File: config.mk
export PLATFORM = sky130hd
export DESIGN_NAME = regfile_sb
export DESIGN_NICKNAME = d
export VERILOG_FILES = /design/src/rtl/regfile_pkg.sv /design/src/rtl/regfile_scoreboard.sv /design/src/rtl/regfile_sb.sv
export SDC_FILE = /design/constraint.sdc
export NUM_CORES = 2
export LEC_CHECK = 0
export CELL_PAD_IN_SITES_DETAIL_PLACEMENT = 1
export CELL_PAD_IN_SITES_GLOBAL_PLACEMENT = 2
export CORE_MARGIN = 3
export CORE_UTILIZATION = 50
export DETAILED_ROUTE_END_ITERATION = 8
export GPL_TIMING_DRIVEN = 0
export HOLD_SLACK_MARGIN = 0.1
export PLACE_DENSITY = 0.89
export SLEW_MARGIN = 20
export SYNTH_ARGS = -nofsm -noshare
export SYNTH_HDL_FRONTEND = slang
export SYNTH_SLANG_ARGS = --single-unit
File: constraint.sdc
create_clock -name clk -period 18.1 [get_ports clk]
set_input_delay 1.81 -clock clk [delete_from_list [all_inputs] [get_ports clk]]
set_output_delay 1.81 -clock clk [all_outputs]
set_load 0.005 [all_outputs]
File: src/rtl/regfile_pkg.sv
`default_nettype none
// +----------------------------------------------------------------------+
// | Module  : regfile_pkg                                                 |
// | Purpose : Shared defaults and helpers for the scoreboarded register   |
// |           file (regfile_sb and regfile_scoreboard).                   |
// | Contents: XLEN_DEFAULT, NREGS_DEFAULT, reg_valid()                    |
// | Revision: 1.0 - initial release                                       |
// +----------------------------------------------------------------------+
package regfile_pkg;

  localparam int XLEN_DEFAULT  = 32;
  localparam int NREGS_DEFAULT = 32;

  // True for a real, writable register: nonzero and below nregs.
  // Register 0 and any address past the end behave identically.
  function automatic logic reg_valid(input logic [5:0] addr, input int nregs);
    return (addr != 6'd0) && (int'(addr) < nregs);
  endfunction

endpackage
`default_nettype wire

File: src/rtl/regfile_scoreboard.sv
`default_nettype none
// +----------------------------------------------------------------------+
// | Module  : regfile_scoreboard                                          |
// | Purpose : Pending-destination tracking for the register file.         |
// |           Holds the busy vector, issue acceptance, set/clear priority,|
// |           the registered pending count and the stray write-back flag. |
// | Ports   : clk, reset        - clock, sync active-high reset           |
// |           rs_addr/rs_busy   - per-read-port pending status            |
// |           issue_valid/rd    - issuing destination, issue_ready back   |
// |           wb_valid/wb_rd    - write-back destination                  |
// |           busy_count        - registered popcount of busy vector      |
// |           wb_err            - registered write-back-to-idle pulse     |
// | Revision: 1.0 - initial release                                       |
// +----------------------------------------------------------------------+
module regfile_scoreboard
  import regfile_pkg::*;
#(
  parameter int NREGS  = NREGS_DEFAULT,
  parameter int NREAD  = 2,
  parameter int BYPASS = 1,
  parameter int AW     = $clog2(NREGS)
) (
  input  logic                clk,
  input  logic                reset,
  input  logic [NREAD*AW-1:0] rs_addr,
  output logic [NREAD-1:0]    rs_busy,
  input  logic                issue_valid,
  input  logic [AW-1:0]       issue_rd,
  output logic                issue_ready,
  input  logic                wb_valid,
  input  logic [AW-1:0]       wb_rd,
  output logic [AW:0]         busy_count,
  output logic                wb_err
);

  localparam int NSLOT = 1 << AW;

  logic [NREGS-1:0] busy_q, busy_d;
  logic [AW:0]      count_q, count_d;
  logic             err_q, err_d;
  logic [NSLOT-1:0] w_busy_ext;
  logic             w_wb_go;
  logic             w_issue_go;

  // Zero-extended to the full address space so out-of-range addresses
  // read as idle. Bit 0 is never set, so register 0 is always idle too.
  assign w_busy_ext = NSLOT'(busy_q);

  assign w_wb_go     = wb_valid && reg_valid(6'(wb_rd), NREGS);
  // A write-back to the same register this cycle frees the slot in time.
  assign issue_ready = !w_busy_ext[issue_rd] || (wb_valid && (wb_rd == issue_rd));
  assign w_issue_go  = issue_valid && issue_ready && reg_valid(6'(issue_rd), NREGS);

  always_comb begin
    busy_d  = busy_q;
    count_d = '0;
    // Clear first, then set: a same-cycle reissue keeps the bit pending
    // because a new producer is outstanding.
    for (int i = 0; i < NREGS; i++) begin
      if (w_wb_go && (wb_rd == AW'(i)))
        busy_d[i] = 1'b0;
      if (w_issue_go && (issue_rd == AW'(i)))
        busy_d[i] = 1'b1;
    end
    for (int i = 0; i < NREGS; i++)
      count_d = count_d + (AW+1)'(busy_d[i]);
    err_d = w_wb_go && !w_busy_ext[wb_rd];
  end

  always_ff @(posedge clk) begin
    if (reset) begin
      busy_q  <= '0;
      count_q <= '0;
      err_q   <= 1'b0;
    end else begin
      busy_q  <= busy_d;
      count_q <= count_d;
      err_q   <= err_d;
    end
  end

  assign busy_count = count_q;
  assign wb_err     = err_q;

  for (genvar i = 0; i < NREAD; i++) begin : g_busy
    logic [AW-1:0] w_addr;
    assign w_addr     = rs_addr[i*AW +: AW];
    assign rs_busy[i] = w_busy_ext[w_addr] &&
                        !((BYPASS != 0) && wb_valid && (wb_rd == w_addr));
  end

endmodule
`default_nettype wire

File: src/rtl/regfile_sb.sv
`default_nettype none
// +----------------------------------------------------------------------+
// | Module  : regfile_sb                                                  |
// | Purpose : Integer register file with integrated scoreboard. NREAD     |
// |           combinational read ports with optional write-back bypass,   |
// |           one write-back port and one issue port.                     |
// | Ports   : clk, reset               - clock, sync active-high reset    |
// |           rs_addr/rs_data/rs_busy  - read ports (port i packed at i)  |
// |           issue_valid/rd/ready     - issue handshake                  |
// |           wb_valid/wb_rd/wb_data   - write-back                       |
// |           busy_count, wb_err       - registered scoreboard status     |
// | Revision: 1.0 - initial release                                       |
// +----------------------------------------------------------------------+
module regfile_sb
  import regfile_pkg::*;
#(
  parameter  int XLEN   = XLEN_DEFAULT,
  parameter  int NREGS  = NREGS_DEFAULT,
  parameter  int NREAD  = 2,
  parameter  int BYPASS = 1,
  localparam int AW     = $clog2(NREGS)
) (
  input  logic                  clk,
  input  logic                  reset,
  input  logic [NREAD*AW-1:0]   rs_addr,
  output logic [NREAD*XLEN-1:0] rs_data,
  output logic [NREAD-1:0]      rs_busy,
  input  logic                  issue_valid,
  input  logic [AW-1:0]         issue_rd,
  output logic                  issue_ready,
  input  logic                  wb_valid,
  input  logic [AW-1:0]         wb_rd,
  input  logic [XLEN-1:0]       wb_data,
  output logic [AW:0]           busy_count,
  output logic                  wb_err
);

  logic [XLEN-1:0] mem_q [NREGS];
  logic            w_wb_go;

  assign w_wb_go = wb_valid && reg_valid(6'(wb_rd), NREGS);

  // Entry 0 is never written, so it holds its reset value of zero.
  always_ff @(posedge clk) begin
    if (reset) begin
      for (int k = 0; k < NREGS; k++)
        mem_q[k] <= '0;
    end else begin
      for (int k = 0; k < NREGS; k++)
        if (w_wb_go && (wb_rd == AW'(k)))
          mem_q[k] <= wb_data;
    end
  end

  for (genvar i = 0; i < NREAD; i++) begin : g_read
    logic [AW-1:0]   w_addr;
    logic [XLEN-1:0] w_data;
    assign w_addr = rs_addr[i*AW +: AW];
    always_comb begin
      w_data = '0;
      if (reg_valid(6'(w_addr), NREGS)) begin
        if ((BYPASS != 0) && wb_valid && (wb_rd == w_addr))
          w_data = wb_data;
        else
          w_data = mem_q[w_addr];
      end
    end
    assign rs_data[i*XLEN +: XLEN] = w_data;
  end

  regfile_scoreboard #(
    .NREGS  (NREGS),
    .NREAD  (NREAD),
    .BYPASS (BYPASS),
    .AW     (AW)
  ) u_scoreboard (
    .clk         (clk),
    .reset       (reset),
    .rs_addr     (rs_addr),
    .rs_busy     (rs_busy),
    .issue_valid (issue_valid),
    .issue_rd    (issue_rd),
    .issue_ready (issue_ready),
    .wb_valid    (wb_valid),
    .wb_rd       (wb_rd),
    .busy_count  (busy_count),
    .wb_err      (wb_err)
  );

endmodule
`default_nettype wire
==> results.toml <==
[power_and_ir_drop]
ir_drop_v = 0.0000829
power_leakage_nw = 21.5
p_per_area_mw_per_mm2 = 101
power_mw = 6.33

[floorplan]
die_area_mm2 = 0.114
coreArea_mm2 = 0.109
die_h_um = 338
ioPinCount = 130
start_util = 0.505
rows = 121
die_x_um = 338

[logic_synthesis]
syn_inst = 3627
synth_seq_cells = 1063
synth_cell_types = 72
synthMuxAreaShare = 0.257
async_flop_share = 0
synth-xor-area-share = 0.00270
synthFlopType = "edfxtp_1"
synth-edff-count = 1024
synth_area_leaders = "edfxtp_1, mux4_2, mux2i_1"
netlist_area_mm2 = 0.0552
synthAdderAreaFrac = 0.0105
synth_compound_area_frac = 0.0542
synthSimpleGateAreaFrac = 0.0685
synth_top_family_by_area = "multiplexers"
synth.avg_cell_area_um2 = 15.2
yosysSeqAreaShare = 0.571
yosysTopAreaCell = "edfxtp_1"
synth_top_area_frac = 0.557
yosys_warnings = 0

[run_status]
status = "complete, no violations"

[setup_path]
critPathKind = "input port to output pin"
r2r_slack_ns = 11.05
worst_setup_path_end_kind = "output pin"
critPathMaxStageDelay_ns = 0.81
cp_max_fo = 10
timing.rr.end = "u_scoreboard.busy_count[4]"
cp.depth = 10
required_ns = 16.29
worstReg2RegStart = "u_scoreboard.busy_q[8]"
cp-start-kind = "input port"
startpoint = "rs_addr[1]"
cp_cell_sequence = "clkdlybuf4s50_1, buf_2, buf_2, nor2_1, clkbuf_2, a221o_1, o21ai_0, o22ai_1, nor3b_1, clkdlybuf4s50_1"
crit_path_top_delay_cell = "o21ai_0"
worstRegToRegCells = 21
path_buf_inv = 5
critPathTopFamily = "buffers and inverters"
worstPathArrival_ns = 7.26

[cells_and_area]
fin_area_mm2 = 0.0629
seq_area_mm2 = 0.0315
utilization = 0.576
drive_above_1_share = 0.230
finalNetCount = 4011
fillerInstances = 10100
area_growth_pct = 14.0
multiInputGateArea_mm2 = 0.0221

[timing]
worst_pin_slew_ns = 1.43
slew_headroom = 0.0486
finalHoldViolCount = 0
grt_setup_unrepaired = "no"
finalSetupTns_ns = 0
period_share = 0.501
setup_violations = 0
fin_skew_ns = 0.0142
drv_slew = 0
period_needed_ns = 9.07
max_freq_mhz = 110

[routing]
drt-initial-drc-count = 9721
vias = 43900
viasPerCell = 7.96
drc_errors = 0
ant_nets = 0
wirelength_um = 277000
drt_pass1_iterations = 9
wire_per_inst_um = 50.2

[worst_hold_path]
hp-start = "u_scoreboard.busy_q[20]"
hold-path-endpoint = "u_scoreboard.busy_q[20]"
min_path_type = "register to register"
min_path_cells = 2

[clock_tree]
htreeDepth = 3
cts_buffers = 111
root_buffer = "clkbuf_16"
cts_tree = "done"
post_cts_buffers = 0
cts_num_sinks = 1063
clk_pin_slew_worst_paths_ns = 0.06
hold_buffers = 0
clk_path_buf_depth = 3
clk_latency_ns = 0.75
cts_resized = 0

[global_routing]
grt_antenna_before_repair = 21
grt_pass1_wl_um = 365000
grt_pass1_vias = 42200
grt_usage = 0.476
grt_start_max_net_pins = 33
grt_overflow = 0

[placed_design]
dp_hpwl_um = 189000
place_area_mm2 = 0.0594
io_buffer_count = 119
gp_congestion = 1.04

[run]
drv_cap = 0
==> synth_stat cells (13+ instances only) <==
master	instances
edfxtp_1	1024
nor2_1	610
mux4_2	497
mux2i_1	292
clkbuf_1	199
nand2b_1	79
o21ai_0	75
nand2_1	69
a221oi_1	66
buf_2	64
inv_1	62
buf_1	46
buf_4	42
o22ai_1	40
dfxtp_1	39
a21oi_1	38
a22oi_1	38
o32ai_1	26
fa_1	24
nand3_1	21
nor2b_1	21
o31ai_1	19
nor3_1	17
buf_6	13
==> layout by cell type (no fill, tap or decap), drive strengths merged, types with 39 or more instances in the layout <==
cell type         n
buf             197
inv              66
clkdlybuf4s50   119
clkbuf          342
nor2            610
clkinv           58
nand2b           79
nand2            69
o21ai            83
mux4            497
dfxtp            39
a221oi           68
mux2i           292
edfxtp         1024
o22ai            40
==> cell type report <==
class,count,area share
diodes,15,0.000597
multi-input cells,2168,0.351
inverters,63,0.00376
clock buffers,142,0.0477
clock inverters,67,0.00734
flip-flops and latches,1063,0.501
repair buffers,152,0.0307
well taps,1476,0.0294
plain buffers,364,0.0282
==> per-stage QoR <==
step	hold slack (ns)	std cells	setup slack, ns
2_1_floorplan	0.477	3658	9.94
3_3_place_gp	0.562	5253	8.76
3_5_place_dp	0.562	5285	8.59
4_1_cts	0.570	5494	9.36
5_1_grt	0.611	5496	9.06
6_report	0.581	5510	9.03
==> worst max-delay path by stage <==
stage,to,slack (ns)
after floorplan,u_scoreboard.busy_count[4],9.94
after global placement,u_scoreboard.busy_count[4],8.76
after detailed placement,u_scoreboard.busy_count[4],8.59
after CTS,u_scoreboard.busy_count[4],9.36
after global routing,u_scoreboard.busy_count[4],9.06
final,rs_data[31],9.03
==> worst reg2reg max path, stage by stage, from the launching register on <==
cell and delay (ns):
dfxtp_1 0.38, mux4_2 0.48, mux2_4 0.28, a221oi_4 0.35
nor3_4 0.16, buf_6 0.19, o31ai_1 0.29, ha_1 0.30
fa_1 0.52, fa_1 0.44, fa_1 0.52, fa_1 0.44
fa_1 0.51, inv_1 0.05, fa_1 0.47, inv_1 0.05
fa_1 0.42, fa_1 0.49, a21o_1 0.21, a21oi_1 0.18
xor2_1 0.16, nor2_1 0.05
==> logic make-up after synthesis <==
logic type	after synthesis
DFF	1063
and+or+nand+nor	878
muxes	796
buffers and inverters	427
AOI/OAI and AO/OA	413
adders and majority gates	32
xor gates and xnor gates	17
other	1
==> state kept, by name (all words and copies together), names as in the netlist <==
| register | count |
|---|---|
| u_scoreboard.busy_q | 32 |
| u_scoreboard.wb_err | 1 |
| mem_q | 1024 |
| u_scoreboard.busy_count | 6 |
==> per-layer routing <==
| metal | global-route usage | vias up | share of wire |
|---|---|---|---|
| met5 | 0 | - | 0.00038 |
| met1 | 0.574 | 22200 | 0.31 |
| met3 | 0.255 | 1486 | 0.19 |
| li1 | - | 15000 | - |
| met2 | 0.642 | 5247 | 0.40 |
| met4 | 0.355 | 6 | 0.10 |
==> power breakdown <==
group / internal, mW / switching, mW / total, mW
Sequential: 2.88 / 0.0936 / 2.97
Combinational: 0.396 / 0.680 / 1.08
Clock: 1.23 / 1.06 / 2.28
No activity file was read; power rests on OpenSTA's default activity.
